## src/rtl/multi_cycle_ctrl_if.sv

```systemverilog
// Control/status bundle between the multi-cycle controller and its datapath.
// The controller side drives every control line; the datapath returns opcode and ALU flags.
interface multi_cycle_ctrl_if #(
    parameter int STATE_W = 3
);
    logic [5:0]         op;
    logic               zero;
    logic               sign;
    logic [STATE_W-1:0] state;
    logic               PCWre;
    logic               IRWre;
    logic               InsMemRW;
    logic               ExtSel;
    logic               ALUSrcA;
    logic               ALUSrcB;
    logic [2:0]         ALUOp;
    logic               mRD;
    logic               mWR;
    logic               DBDataSrc;
    logic               RegWre;
    logic [1:0]         RegDst;
    logic               WrRegDSrc;
    logic [1:0]         PCSrc;

    modport master (
        input  op, zero, sign,
        output state, PCWre, IRWre, InsMemRW, ExtSel, ALUSrcA, ALUSrcB, ALUOp,
               mRD, mWR, DBDataSrc, RegWre, RegDst, WrRegDSrc, PCSrc
    );

    modport slave (
        output op, zero, sign,
        input  state, PCWre, IRWre, InsMemRW, ExtSel, ALUSrcA, ALUSrcB, ALUOp,
               mRD, mWR, DBDataSrc, RegWre, RegDst, WrRegDSrc, PCSrc
    );
endinterface

```

## src/rtl/multi_cycle_ctrl.sv

```systemverilog
// Multi-cycle CPU control FSM: steps each instruction through IF/ID/EXE/MEM/WB and
// decodes datapath controls combinationally from the current state and opcode.
module multi_cycle_ctrl #(
    parameter int STATE_W = 3
) (
    input  logic               CLK,
    input  logic               Reset,
    multi_cycle_ctrl_if.master bus
);
    typedef enum logic [STATE_W-1:0] {
        S_IF     = 3'b000,
        S_ID     = 3'b001,
        S_EXE_LS = 3'b010,
        S_MEM    = 3'b011,
        S_WB_LD  = 3'b100,
        S_EXE_BR = 3'b101,
        S_EXE_AL = 3'b110,
        S_WB_AL  = 3'b111
    } state_t;

    localparam logic [5:0] OP_ADD  = 6'b000000;
    localparam logic [5:0] OP_SUB  = 6'b000001;
    localparam logic [5:0] OP_ADDI = 6'b000010;
    localparam logic [5:0] OP_OR   = 6'b010000;
    localparam logic [5:0] OP_AND  = 6'b010001;
    localparam logic [5:0] OP_ORI  = 6'b010010;
    localparam logic [5:0] OP_SLL  = 6'b011000;
    localparam logic [5:0] OP_SLT  = 6'b100110;
    localparam logic [5:0] OP_SLTI = 6'b100111;
    localparam logic [5:0] OP_SW   = 6'b110000;
    localparam logic [5:0] OP_LW   = 6'b110001;
    localparam logic [5:0] OP_BEQ  = 6'b110100;
    localparam logic [5:0] OP_BNE  = 6'b110101;
    localparam logic [5:0] OP_BLTZ = 6'b110110;
    localparam logic [5:0] OP_J    = 6'b111000;
    localparam logic [5:0] OP_JR   = 6'b111001;
    localparam logic [5:0] OP_JAL  = 6'b111010;
    localparam logic [5:0] OP_HALT = 6'b111111;

    state_t state_q;
    state_t state_d;

    logic is_rtype;
    logic is_imm;
    logic is_branch;
    logic is_ls;
    logic is_sw;
    logic is_lw;
    logic is_jump;
    logic is_halt;
    logic is_legal;
    logic br_taken;

    logic pc_wre;
    logic ir_wre;
    logic reg_wre;
    logic m_rd;
    logic m_wr;

    always_comb begin
        is_rtype  = (bus.op == OP_ADD) || (bus.op == OP_SUB) || (bus.op == OP_OR) ||
                    (bus.op == OP_AND) || (bus.op == OP_SLL) || (bus.op == OP_SLT);
        is_imm    = (bus.op == OP_ADDI) || (bus.op == OP_ORI) || (bus.op == OP_SLTI);
        is_sw     = (bus.op == OP_SW);
        is_lw     = (bus.op == OP_LW);
        is_ls     = is_sw || is_lw;
        is_branch = (bus.op == OP_BEQ) || (bus.op == OP_BNE) || (bus.op == OP_BLTZ);
        is_jump   = (bus.op == OP_J) || (bus.op == OP_JR) || (bus.op == OP_JAL);
        is_halt   = (bus.op == OP_HALT);
        is_legal  = is_rtype || is_imm || is_ls || is_branch || is_jump || is_halt;
        br_taken  = ((bus.op == OP_BEQ)  &&  bus.zero) ||
                    ((bus.op == OP_BNE)  && !bus.zero) ||
                    ((bus.op == OP_BLTZ) &&  bus.sign);
    end

    always_ff @(posedge CLK or negedge Reset) begin
        if (!Reset) state_q <= S_IF;
        else        state_q <= state_d;
    end

    always_comb begin
        state_d = state_q;
        case (state_q)
            S_IF:     state_d = S_ID;
            S_ID: begin
                if (is_halt)                    state_d = S_ID;
                else if (is_jump || !is_legal)  state_d = S_IF;
                else if (is_branch)             state_d = S_EXE_BR;
                else if (is_ls)                 state_d = S_EXE_LS;
                else                            state_d = S_EXE_AL;
            end
            S_EXE_AL: state_d = S_WB_AL;
            S_WB_AL:  state_d = S_IF;
            S_EXE_BR: state_d = S_IF;
            S_EXE_LS: state_d = S_MEM;
            S_MEM:    state_d = is_lw ? S_WB_LD : S_IF;
            S_WB_LD:  state_d = S_IF;
            default:  state_d = S_IF;
        endcase
    end

    // Raw decode; write/load strobes are masked by Reset below so an abort leaves no write.
    always_comb begin
        pc_wre        = 1'b0;
        ir_wre        = 1'b0;
        reg_wre       = 1'b0;
        m_rd          = 1'b0;
        m_wr          = 1'b0;
        bus.DBDataSrc = 1'b0;
        bus.PCSrc     = 2'b00;
        bus.InsMemRW  = 1'b1;
        bus.ExtSel    = (bus.op != OP_ORI);
        bus.ALUSrcA   = (bus.op == OP_SLL);
        bus.ALUSrcB   = is_imm || is_ls;
        bus.WrRegDSrc = (bus.op != OP_JAL);
        if (bus.op == OP_JAL)  bus.RegDst = 2'b00;
        else if (is_rtype)     bus.RegDst = 2'b10;
        else                   bus.RegDst = 2'b01;

        case (bus.op)
            OP_SUB, OP_BEQ, OP_BNE:     bus.ALUOp = 3'b001;
            OP_SLL:                     bus.ALUOp = 3'b010;
            OP_OR, OP_ORI:              bus.ALUOp = 3'b011;
            OP_AND:                     bus.ALUOp = 3'b100;
            OP_SLT, OP_SLTI, OP_BLTZ:   bus.ALUOp = 3'b101;
            default:                    bus.ALUOp = 3'b000;
        endcase

        case (state_q)
            S_IF: ir_wre = 1'b1;
            S_ID: begin
                pc_wre  = (is_jump || !is_legal) && !is_halt;
                reg_wre = (bus.op == OP_JAL);
                if ((bus.op == OP_J) || (bus.op == OP_JAL)) bus.PCSrc = 2'b11;
                else if (bus.op == OP_JR)                  bus.PCSrc = 2'b10;
            end
            S_EXE_BR: begin
                pc_wre    = 1'b1;
                bus.PCSrc = br_taken ? 2'b01 : 2'b00;
            end
            S_MEM: begin
                pc_wre        = is_sw;
                m_wr          = is_sw;
                m_rd          = is_lw;
                bus.DBDataSrc = is_lw;
            end
            S_WB_LD: begin
                pc_wre        = 1'b1;
                reg_wre       = 1'b1;
                bus.DBDataSrc = is_lw;
            end
            S_WB_AL: begin
                pc_wre  = 1'b1;
                reg_wre = 1'b1;
            end
            default: ;
        endcase
    end

    assign bus.state  = state_q;
    assign bus.PCWre  = pc_wre  & Reset;
    assign bus.IRWre  = ir_wre  & Reset;
    assign bus.RegWre = reg_wre & Reset;
    assign bus.mRD    = m_rd    & Reset;
    assign bus.mWR    = m_wr    & Reset;
endmodule

```

## src/flat_wrapper.sv

```systemverilog
// flat-port wrapper written by rule: the top's interface ports become plain ports
module multi_cycle_ctrl_flat 
#(
    parameter int STATE_W = 3
)
  (CLK, Reset, bus_op, bus_zero, bus_sign, bus_state, bus_PCWre, bus_IRWre, bus_InsMemRW, bus_ExtSel, bus_ALUSrcA, bus_ALUSrcB, bus_ALUOp, bus_mRD, bus_mWR, bus_DBDataSrc, bus_RegWre, bus_RegDst, bus_WrRegDSrc, bus_PCSrc);
  multi_cycle_ctrl_if #(.STATE_W(STATE_W)) bus_i ();
  input  logic CLK;
  input  logic Reset;
  input wire logic [$bits(bus_i.op)-1:0] bus_op;
  input wire logic [$bits(bus_i.zero)-1:0] bus_zero;
  input wire logic [$bits(bus_i.sign)-1:0] bus_sign;
  output wire logic [$bits(bus_i.state)-1:0] bus_state;
  output wire logic [$bits(bus_i.PCWre)-1:0] bus_PCWre;
  output wire logic [$bits(bus_i.IRWre)-1:0] bus_IRWre;
  output wire logic [$bits(bus_i.InsMemRW)-1:0] bus_InsMemRW;
  output wire logic [$bits(bus_i.ExtSel)-1:0] bus_ExtSel;
  output wire logic [$bits(bus_i.ALUSrcA)-1:0] bus_ALUSrcA;
  output wire logic [$bits(bus_i.ALUSrcB)-1:0] bus_ALUSrcB;
  output wire logic [$bits(bus_i.ALUOp)-1:0] bus_ALUOp;
  output wire logic [$bits(bus_i.mRD)-1:0] bus_mRD;
  output wire logic [$bits(bus_i.mWR)-1:0] bus_mWR;
  output wire logic [$bits(bus_i.DBDataSrc)-1:0] bus_DBDataSrc;
  output wire logic [$bits(bus_i.RegWre)-1:0] bus_RegWre;
  output wire logic [$bits(bus_i.RegDst)-1:0] bus_RegDst;
  output wire logic [$bits(bus_i.WrRegDSrc)-1:0] bus_WrRegDSrc;
  output wire logic [$bits(bus_i.PCSrc)-1:0] bus_PCSrc;
  assign bus_i.op = bus_op;
  assign bus_i.zero = bus_zero;
  assign bus_i.sign = bus_sign;
  assign bus_state = bus_i.state;
  assign bus_PCWre = bus_i.PCWre;
  assign bus_IRWre = bus_i.IRWre;
  assign bus_InsMemRW = bus_i.InsMemRW;
  assign bus_ExtSel = bus_i.ExtSel;
  assign bus_ALUSrcA = bus_i.ALUSrcA;
  assign bus_ALUSrcB = bus_i.ALUSrcB;
  assign bus_ALUOp = bus_i.ALUOp;
  assign bus_mRD = bus_i.mRD;
  assign bus_mWR = bus_i.mWR;
  assign bus_DBDataSrc = bus_i.DBDataSrc;
  assign bus_RegWre = bus_i.RegWre;
  assign bus_RegDst = bus_i.RegDst;
  assign bus_WrRegDSrc = bus_i.WrRegDSrc;
  assign bus_PCSrc = bus_i.PCSrc;
  multi_cycle_ctrl #(.STATE_W(STATE_W)) u_core (.CLK(CLK), .Reset(Reset), .bus(bus_i));
endmodule
```

## config.mk

```make
export PLATFORM = sky130hd
export DESIGN_NAME = multi_cycle_ctrl_flat
export DESIGN_NICKNAME = d
export VERILOG_FILES = /design/src/rtl/multi_cycle_ctrl_if.sv /design/src/rtl/multi_cycle_ctrl.sv /design/src/flat_wrapper.sv
export SDC_FILE = /design/constraint.sdc
export NUM_CORES = 1
export LEC_CHECK = 0
export BUFFER_PORTS_ARGS = -buffer_cell sky130_fd_sc_hd__buf_2
export CAP_MARGIN = 15
export CELL_PAD_IN_SITES_DETAIL_PLACEMENT = 1
export CELL_PAD_IN_SITES_GLOBAL_PLACEMENT = 1
export CORE_MARGIN = 5
export CORE_UTILIZATION = 27
export CTS_CLUSTER_SIZE = 12
export DETAILED_ROUTE_END_ITERATION = 8
export PLACE_DENSITY = 0.85
export SETUP_SLACK_MARGIN = 0.2
export SYNTH_ARGS = -nofsm -noshare
export SYNTH_HDL_FRONTEND = slang
export SYNTH_SLANG_ARGS = --single-unit
```

## constraint.sdc

```tcl
create_clock -name CLK -period 1.27 [get_ports CLK]
set_input_delay 0.127 -clock CLK [delete_from_list [all_inputs] [get_ports CLK]]
set_output_delay 0.127 -clock CLK [all_outputs]
set_load 0.02 [all_outputs]
```

==> results.yml, run 1 <==
place:
  dp_hpwl_mm: 2.22
  placed_cell_area_sq_um: 1080
  port_buffers: 29
  dp_slack_ns: -0.234
  gp_congestion: 0.813
sta:
  worst-ep-kind: "top-level output"
  crit_endpoint: "bus_RegWre"
synthesis:
  syn_inst: 100
  yosysWarnings: 0
  synthSimpleGateAreaFrac_pct: 47.8
  synth_compound_gate_area_share_pct: 28.5
  synth_mux_area_share_pct: 1.56
  synthXorXnorAreaFrac_pct: 0
  ys_async_sr_fraction_pct: 100
  synth_area_sq_um: 642
  yosys.area_share.adder_pct: 0
  synth_fp_nets: 110
  synth_top_family_by_area: "simple AND/OR/NAND/NOR gates"
  syn_avg_cell_area_sq_um: 6.42
  synth_edf_count: 0
  yosysSeqAreaShare_pct: 11.7
  yosysUniqueCellTypes: 44
  ys.flop_type: "dfrtp_1"
  yosys_register_bits: 3
run_status:
  status: "did not finish"
  stop_stage: "global routing (5_1_grt)"
  tool.error: "[ERROR DPL-0033] detailed placement checks failed during check placement."
clocking:
  cts-htree-levels: 1
  root_buffer: "clkbuf_4"
  cts_sinks: 3
  clockBufferDepth: 2
  cts_buffers: 3
floorplanning:
  fp.dieH_um: 58.8
  ios: 31
  initial_core_util_pct: 28.7
  num_rows: 17
  die_w_um: 58.8
grt:
  antenna_found_initial: 1
  grt_max_degree: 13
[through the flow]
step,utilization [%],instances,setup TNS (ns)
after CTS,67.1,191,-1.81
after detailed placement,48.4,177,-2.25
after global placement,48.4,177,-1.59
after floorplan,-,100,-0.448
[cell usage after synthesis, types with 2 or more instances]
master | n | area, sq um
nor2_1 | 11 | 41.3
nand3_1 | 9 | 45.0
a21oi_1 | 8 | 40.0
nand2_1 | 7 | 26.3
clkbuf_1 | 6 | 22.5
nand2b_1 | 4 | 25.0
o21ai_0 | 4 | 20.0
and2_1 | 3 | 18.8
buf_2 | 3 | 15.0
dfrtp_1 | 3 | 75.1
nand3b_1 | 3 | 22.5
a21o_1 | 2 | 15.0
a31oi_1 | 2 | 12.5
nor2b_1 | 2 | 12.5
nor3_1 | 2 | 10.0
nor3b_1 | 2 | 15.0
nor4_1 | 2 | 12.5
[timing repair]
item                                    4_1_cts
endpoints found under the hold margin         3
setup buffers                                 8
hold buffers                                  1
endpoints found under the setup margin       22
cloned                                        1
gates resized for setup                      86
pin swaps                                    19
[logic make-up after synthesis]
group | Yosys count
AND/OR/NAND/NOR | 54
flip-flops | 3
multiplexers | 1
buffers and inverters | 13
other | 1
AO/OA/AOI/OAI | 28
==> run 2, diff against run 1 <==
- CELL_PAD_IN_SITES_DETAIL_PLACEMENT: 1 -> not set
- CELL_PAD_IN_SITES_GLOBAL_PLACEMENT: 1 -> not set
- CORE_AREA: not set -> 5 5 66 68
- CORE_MARGIN: 5 -> not set
- CORE_UTILIZATION: 27 -> not set
- CTS_CLUSTER_SIZE: 12 -> not set
- DIE_AREA: not set -> 0 0 71 73
- PLACE_DENSITY: 0.85 -> not set
- PLACE_DENSITY_LB_ADDON: not set -> 0.15
- SETUP_SLACK_MARGIN: 0.2 -> not set
- clock period: 1.27 -> 1.7 ns (I/O delays scaled with it)
==> run 2 against run 1 <==
Against the previous run:
- the run now ends clean
- synthesized cell count is the same
- area after synthesis is the same
==> results.yml, run 2 <==
critical_path:
  slowest_stage: "dfrtp_1"
  max_stage_delay_ns: 0.36
  r2r_end: "u_core.bus.state[2]"
  rrSetupSlack_ns: 0.56
  worstSetupPathType: "reg2out"
  cp_max_fo: 4
  rr_startpoint: "u_core.bus.state[1]"
  cp_cell_sequence: "nand2b_1 -> or2_4 -> o21ai_0 -> and2_1 -> buf_2"
  r2r_cells: 4
  cp.required_ns: 1.53
  cp-start-kind: "register"
  crit_path_end_kind: "output pin"
  worstPathArrival_ns: 1.45
final_layout:
  layout.cells.non_filler: 184
  diodes: 0
  nNetsFinal: 145
  design_area_sq_um: 951
  final_common_cell: "buf_2"
  final_cell_mix: "buf_2, buf_4, nor2_1"
  seq_area_sq_um: 75.1
  nFillCells: 450
  multi_input_area_sq_um: 519
  drive_gt1_share_pct: 37.3
  area_delta_synth_final_pct: 48.1
  largest_reg_flops: 3
power_and_ir_drop:
  leakage_nw: 0.430
  peakVddDrop_uv: 222
  p_per_area_nw_per_um2: 947
  total_power_mw: 0.900
synthesis:
  synth_top_cell_by_area: "dfrtp_1"
  ys_async_sr_fraction_pct: 100
  ys.flop_type: "dfrtp_1"
  yosys_register_bits: 3
  synth_area_sq_um: 642
  yosysSeqAreaShare_pct: 11.7
  synth_edf_count: 0
  yosysUniqueCellTypes: 44
  synthTopCellsByArea: "dfrtp_1, nand3_1, nor2_1"
  syn_inst: 100
  synth.cells.most_frequent: "nor2_1, nand3_1, a21oi_1"
  yosysTopAreaCellShare_pct: 11.7
  synth_fp_nets: 110
  synth_most_common_cell: "nor2_1"
  syn_avg_cell_area_sq_um: 6.42
  yosysWarnings: 0
route:
  drt_iter0_drc: 61
  firstDrtPassIters: 5
  drc: 0
  wl_mm: 2.39
  vias_per_cell: 4.65
  routedWlPerCell_um: 13.0
  vias: 856
  ant_nets: 0
grt:
  grt-ovfl-total: 0
  grt_first_pass_wirelength_mm: 3.93
  grt_pass1_vias: 867
  gr-usage-all-layers_pct: 9.16
  grt_max_degree: 16
  antenna_found_initial: 0
floorplanning:
  num_rows: 23
  fp.dieH_um: 73
  core_sq_um: 3800
  ios: 31
  initial_core_util_pct: 16.9
  die_w_um: 71
  dieArea_sq_um: 5180
clocking:
  cts_tree: "built"
  cts_setup_buffers: 0
  clockBufferDepth: 2
  cts-htree-levels: 1
  cts_sinks: 3
  cts.clk_slew.worst_paths_ns: 0.03
  cts_buffers: 3
  root_buffer: "clkbuf_8"
  clock_latency_ns: 0.21
sta:
  fin_setup_tns_ns: 0
  setup_viol: 0
  fmax_mhz: 617
  rsz0062_at_grt: "false"
  final-hold-violation-count: 0
  drv_slew: 0
  skew_ns: 0.00387
  period_share_pct: 95.3
  fin_ws_ns: 0.0805
  fin_crit_ns: 1.62
job:
  maxCapViolations: 0
worst_hold_path:
  hold_class: "in2async"
place:
  dp_slack_ns: 0.146
  placed_cell_area_sq_um: 886
  placed_cells: 179
  dp_hpwl_mm: 1.82
  port_buffers: 29
  gp_congestion: 0.768
run_status:
  status: "finished clean"
## run 2: per-stage QoR
stage                     util (%)  hold slack (ns)
final                         25.0            0.328
after global routing          25.0            0.336
after CTS                     24.8            0.323
after detailed placement      23.3           0.0119
after global placement        23.3          0.00633
after floorplan                  -           -0.126
## run 2: kinds of logic (layout without fill, tap and decap cells)
logic type	count (synthesis)	in the layout	synth area share (%)
AND/OR/NAND/NOR	54	54	47.8
AO/OA/AOI/OAI	28	28	28.5
buffers and inverters	13	47	9.94
flip-flops	3	3	11.7
other	1	1	0.584
multiplexers	1	1	1.56
## run 2: repair_timing
| action | CTS | global route |
|---|---|---|
| endpoints found under the setup margin | 0 | 2 |
| hold endpoints to repair | 3 | 0 |
| hold buffers | 1 | 0 |
| resized for setup | 0 | 2 |
## run 2: critical path, delay by kind of cell (launching register included)
kind / cells / cell delay (ns)
and+or+nand+nor: 3 / 0.56
DFF: 1 / 0.36
buffers and inverters: 1 / 0.16
AOI/OAI and AO/OA: 1 / 0.15
## run 2: area by class of cell
class	count	share of cell area (%)
Multi-Input combinational cell	84	54.6
Timing Repair Buffer	42	25.8
Sequential cell	3	7.89
Tap cell	50	6.58
Clock buffer	4	4.74
Inverter	1	0.395
## run 2: metal layers
layer | track usage (%) | wire length [um] | up-vias
met1 | 12.2 | 1140 | 386
met2 | 14.0 | 1010 | 36
met5 | 0 | 0 | -
met3 | 2.62 | 205 | 2
li1 | - | - | 432
met4 | 3.55 | 29 | 0
## run 2: power breakdown
part	switching [mW]	internal (mW)	leakage [nW]	total, mW
logic	0.329	0.238	0.369	0.567
clock network	0.0487	0.160	0.0228	0.209
registers	0.0220	0.102	0.0381	0.124
total	0.399	0.501	0.430	0.900
## run 2: worst max-delay path by stage
stage	from	slack [ns]	cells past startpoint	endpoint
2_1_floorplan	u_core.bus.state[0]	0.006	4	bus_PCSrc[1]
3_3_place_gp	bus_op[0]	0.14	6	bus_PCWre
3_5_place_dp	bus_op[0]	0.15	6	bus_PCWre
4_1_cts	u_core.bus.state[1]	0.007	5	bus_RegWre
5_1_grt	u_core.bus.state[1]	0.01	5	bus_RegWre
6_report	u_core.bus.state[1]	0.08	5	bus_RegWre
(Power assumes the default switching activity.)
==> run 3, diff against run 2 <==
- BUFFER_PORTS_ARGS: -buffer_cell sky130_fd_sc_hd__buf_2 -> not set
- DONT_BUFFER_PORTS: not set -> 1
==> run 3 against run 2 <==
Against the previous run:
- final area decreased by 16%
- register-to-register slack got worse by 0.04 ns
- sequential share of layout area increased by 1.8 points
- clock-buffer cell count unchanged
- clock skew decreased by 0.0023 ns
- sequential cell count unchanged
- global-route usage decreased by 0.66 points
- wire length decreased by 6.8%
- via count decreased by 13%
- sequential power increased by 15%
- critical endpoint is now bus_PCWre
- highest routed layer is now met3
==> results.yml, run 3 (same netlist as run 2, synthesis figures left out) <==
final_layout:
  diodes: 0
  multi_input_area_sq_um: 528
  final_common_cell: "nor2_1"
  area_delta_synth_final_pct: 24.6
  largest_reg_flops: 3
  final_cell_mix: "nor2_1, nand3_1, buf_4"
  design_area_sq_um: 800
  drive_gt1_share_pct: 22.3
  nNetsFinal: 114
  seq_area_sq_um: 77.6
  nFillCells: 447
sta:
  setup_viol: 0
  period_share_pct: 97.2
  drv_slew: 0
  fin_crit_ns: 1.65
  fmax_mhz: 605
  final-hold-violation-count: 0
  skew_ns: 0.00158
route:
  wl_mm: 2.23
  firstDrtPassIters: 4
  vias: 745
  routedWlPerCell_um: 14.5
  drt_iter0_drc: 47
  vias_per_cell: 4.87
  ant_nets: 0
  drc: 0
grt:
  grt_first_pass_wirelength_mm: 3.51
  grt-ovfl-total: 0
  gr-max-usage-layer: "met2"
  grt_max_degree: 20
  grt_pass1_vias: 701
  met2_usage_pct: 13.6
  use_met3_pct: 3.99
  gr-usage-all-layers_pct: 8.51
  met1_usage_pct: 10.7
  antenna_found_initial: 0
power_and_ir_drop:
  total_power_mw: 0.794
  peakVddDrop_uv: 256
  p_per_area_nw_per_um2: 994
  leakage_nw: 0.282
place:
  gp_congestion: 0.705
  port_buffers: 0
  dp_hpwl_mm: 1.61
  placed_cell_area_sq_um: 718
critical_path:
  cp.required_ns: 1.53
  cp_max_fo: 6
  cp-start-kind: "register"
  worstPathArrival_ns: 1.48
  worstSetupPathType: "reg2out"
  crit_path_end_kind: "output pin"
  r2r_cells: 3
job:
  maxCapViolations: 0
floorplanning:
  fp.dieH_um: 73
  initial_core_util_pct: 16.9
  ios: 31
  dieArea_sq_um: 5180
  die_w_um: 71
  num_rows: 23
  core_sq_um: 3800
clocking:
  cts_buffers: 3
  root_buffer: "clkbuf_8"
  cts_tree: "built"
  cts_sinks: 3
  cts.clk_slew.worst_paths_ns: 0.03
  clock_latency_ns: 0.21
  cts-htree-levels: 1
  clockBufferDepth: 2
worst_hold_path:
  hold_class: "in2async"
run_status:
  status: "finished clean"
[run 3: changes by cell type in the layout (fill, tap and decap cells not counted), sizes merged]
cell / change
buf: -32
clkbuf: +1
[run 3: cell type report]
type / instances / area share (%)
inverters: 1 / 0.469
well taps: 50 / 7.82
multi-input cells: 84 / 66.0
flip-flops and latches: 3 / 9.70
repair buffers: 11 / 10.3
clock buffers: 4 / 5.63
[run 3: metal layers]
metal	share of wire, %	vias up
li1	-	373
met5	0	-
met1	47	342
met2	44	30
met3	8.9	0
met4	0	0
[run 3: path summary, 6_finish.rpt]
kind	slack [ns]	end	startpoint
max	0.05	bus_PCWre	u_core.bus.state[0]
min	0.23	u_core.bus.state[2]	Reset
max reg2reg	0.52	u_core.bus.state[1]	u_core.bus.state[1]
min reg2reg	0.52	u_core.bus.state[0]	u_core.bus.state[0]
max in group asynchronous	1.30	u_core.bus.state[0]	Reset
min in group CLK	0.25	u_core.bus.state[2]	bus_op[5]
[run 3: critical path: stages (launching register included)]
cell      delay, ns
dfrtp_2        0.42
buf_4          0.18
nand2b_1       0.20
nand3_1        0.10
o21ai_0        0.08
a41o_2         0.29
[run 3: what timing repair did]
item                                    CTS  global route
hold buffers                              1             0
buffers inserted                          0             1
endpoints found under the hold margin     3             0
resized for setup                         1             8
endpoints found under the setup margin    1             4
[run 3: power breakdown]
part | switching (mW) | internal (mW)
clock network | 0.0428 | 0.160
logic | 0.271 | 0.179
registers | 0.0359 | 0.107
[run 3: through the flow]
stage               worst slack (ns)  setup TNS, ns  hold WS (ns)  std cells  util [%]
global route                -0.00773       -0.00773         0.241        153      21.0
finish                        0.0471              0         0.225        153      21.0
CTS                          0.00978              0         0.223        152      20.4
detailed placement             0.220              0        -0.125        147      18.9
floorplan                    0.00630              0        -0.126        100         -
global placement               0.231              0        -0.125        147      18.9
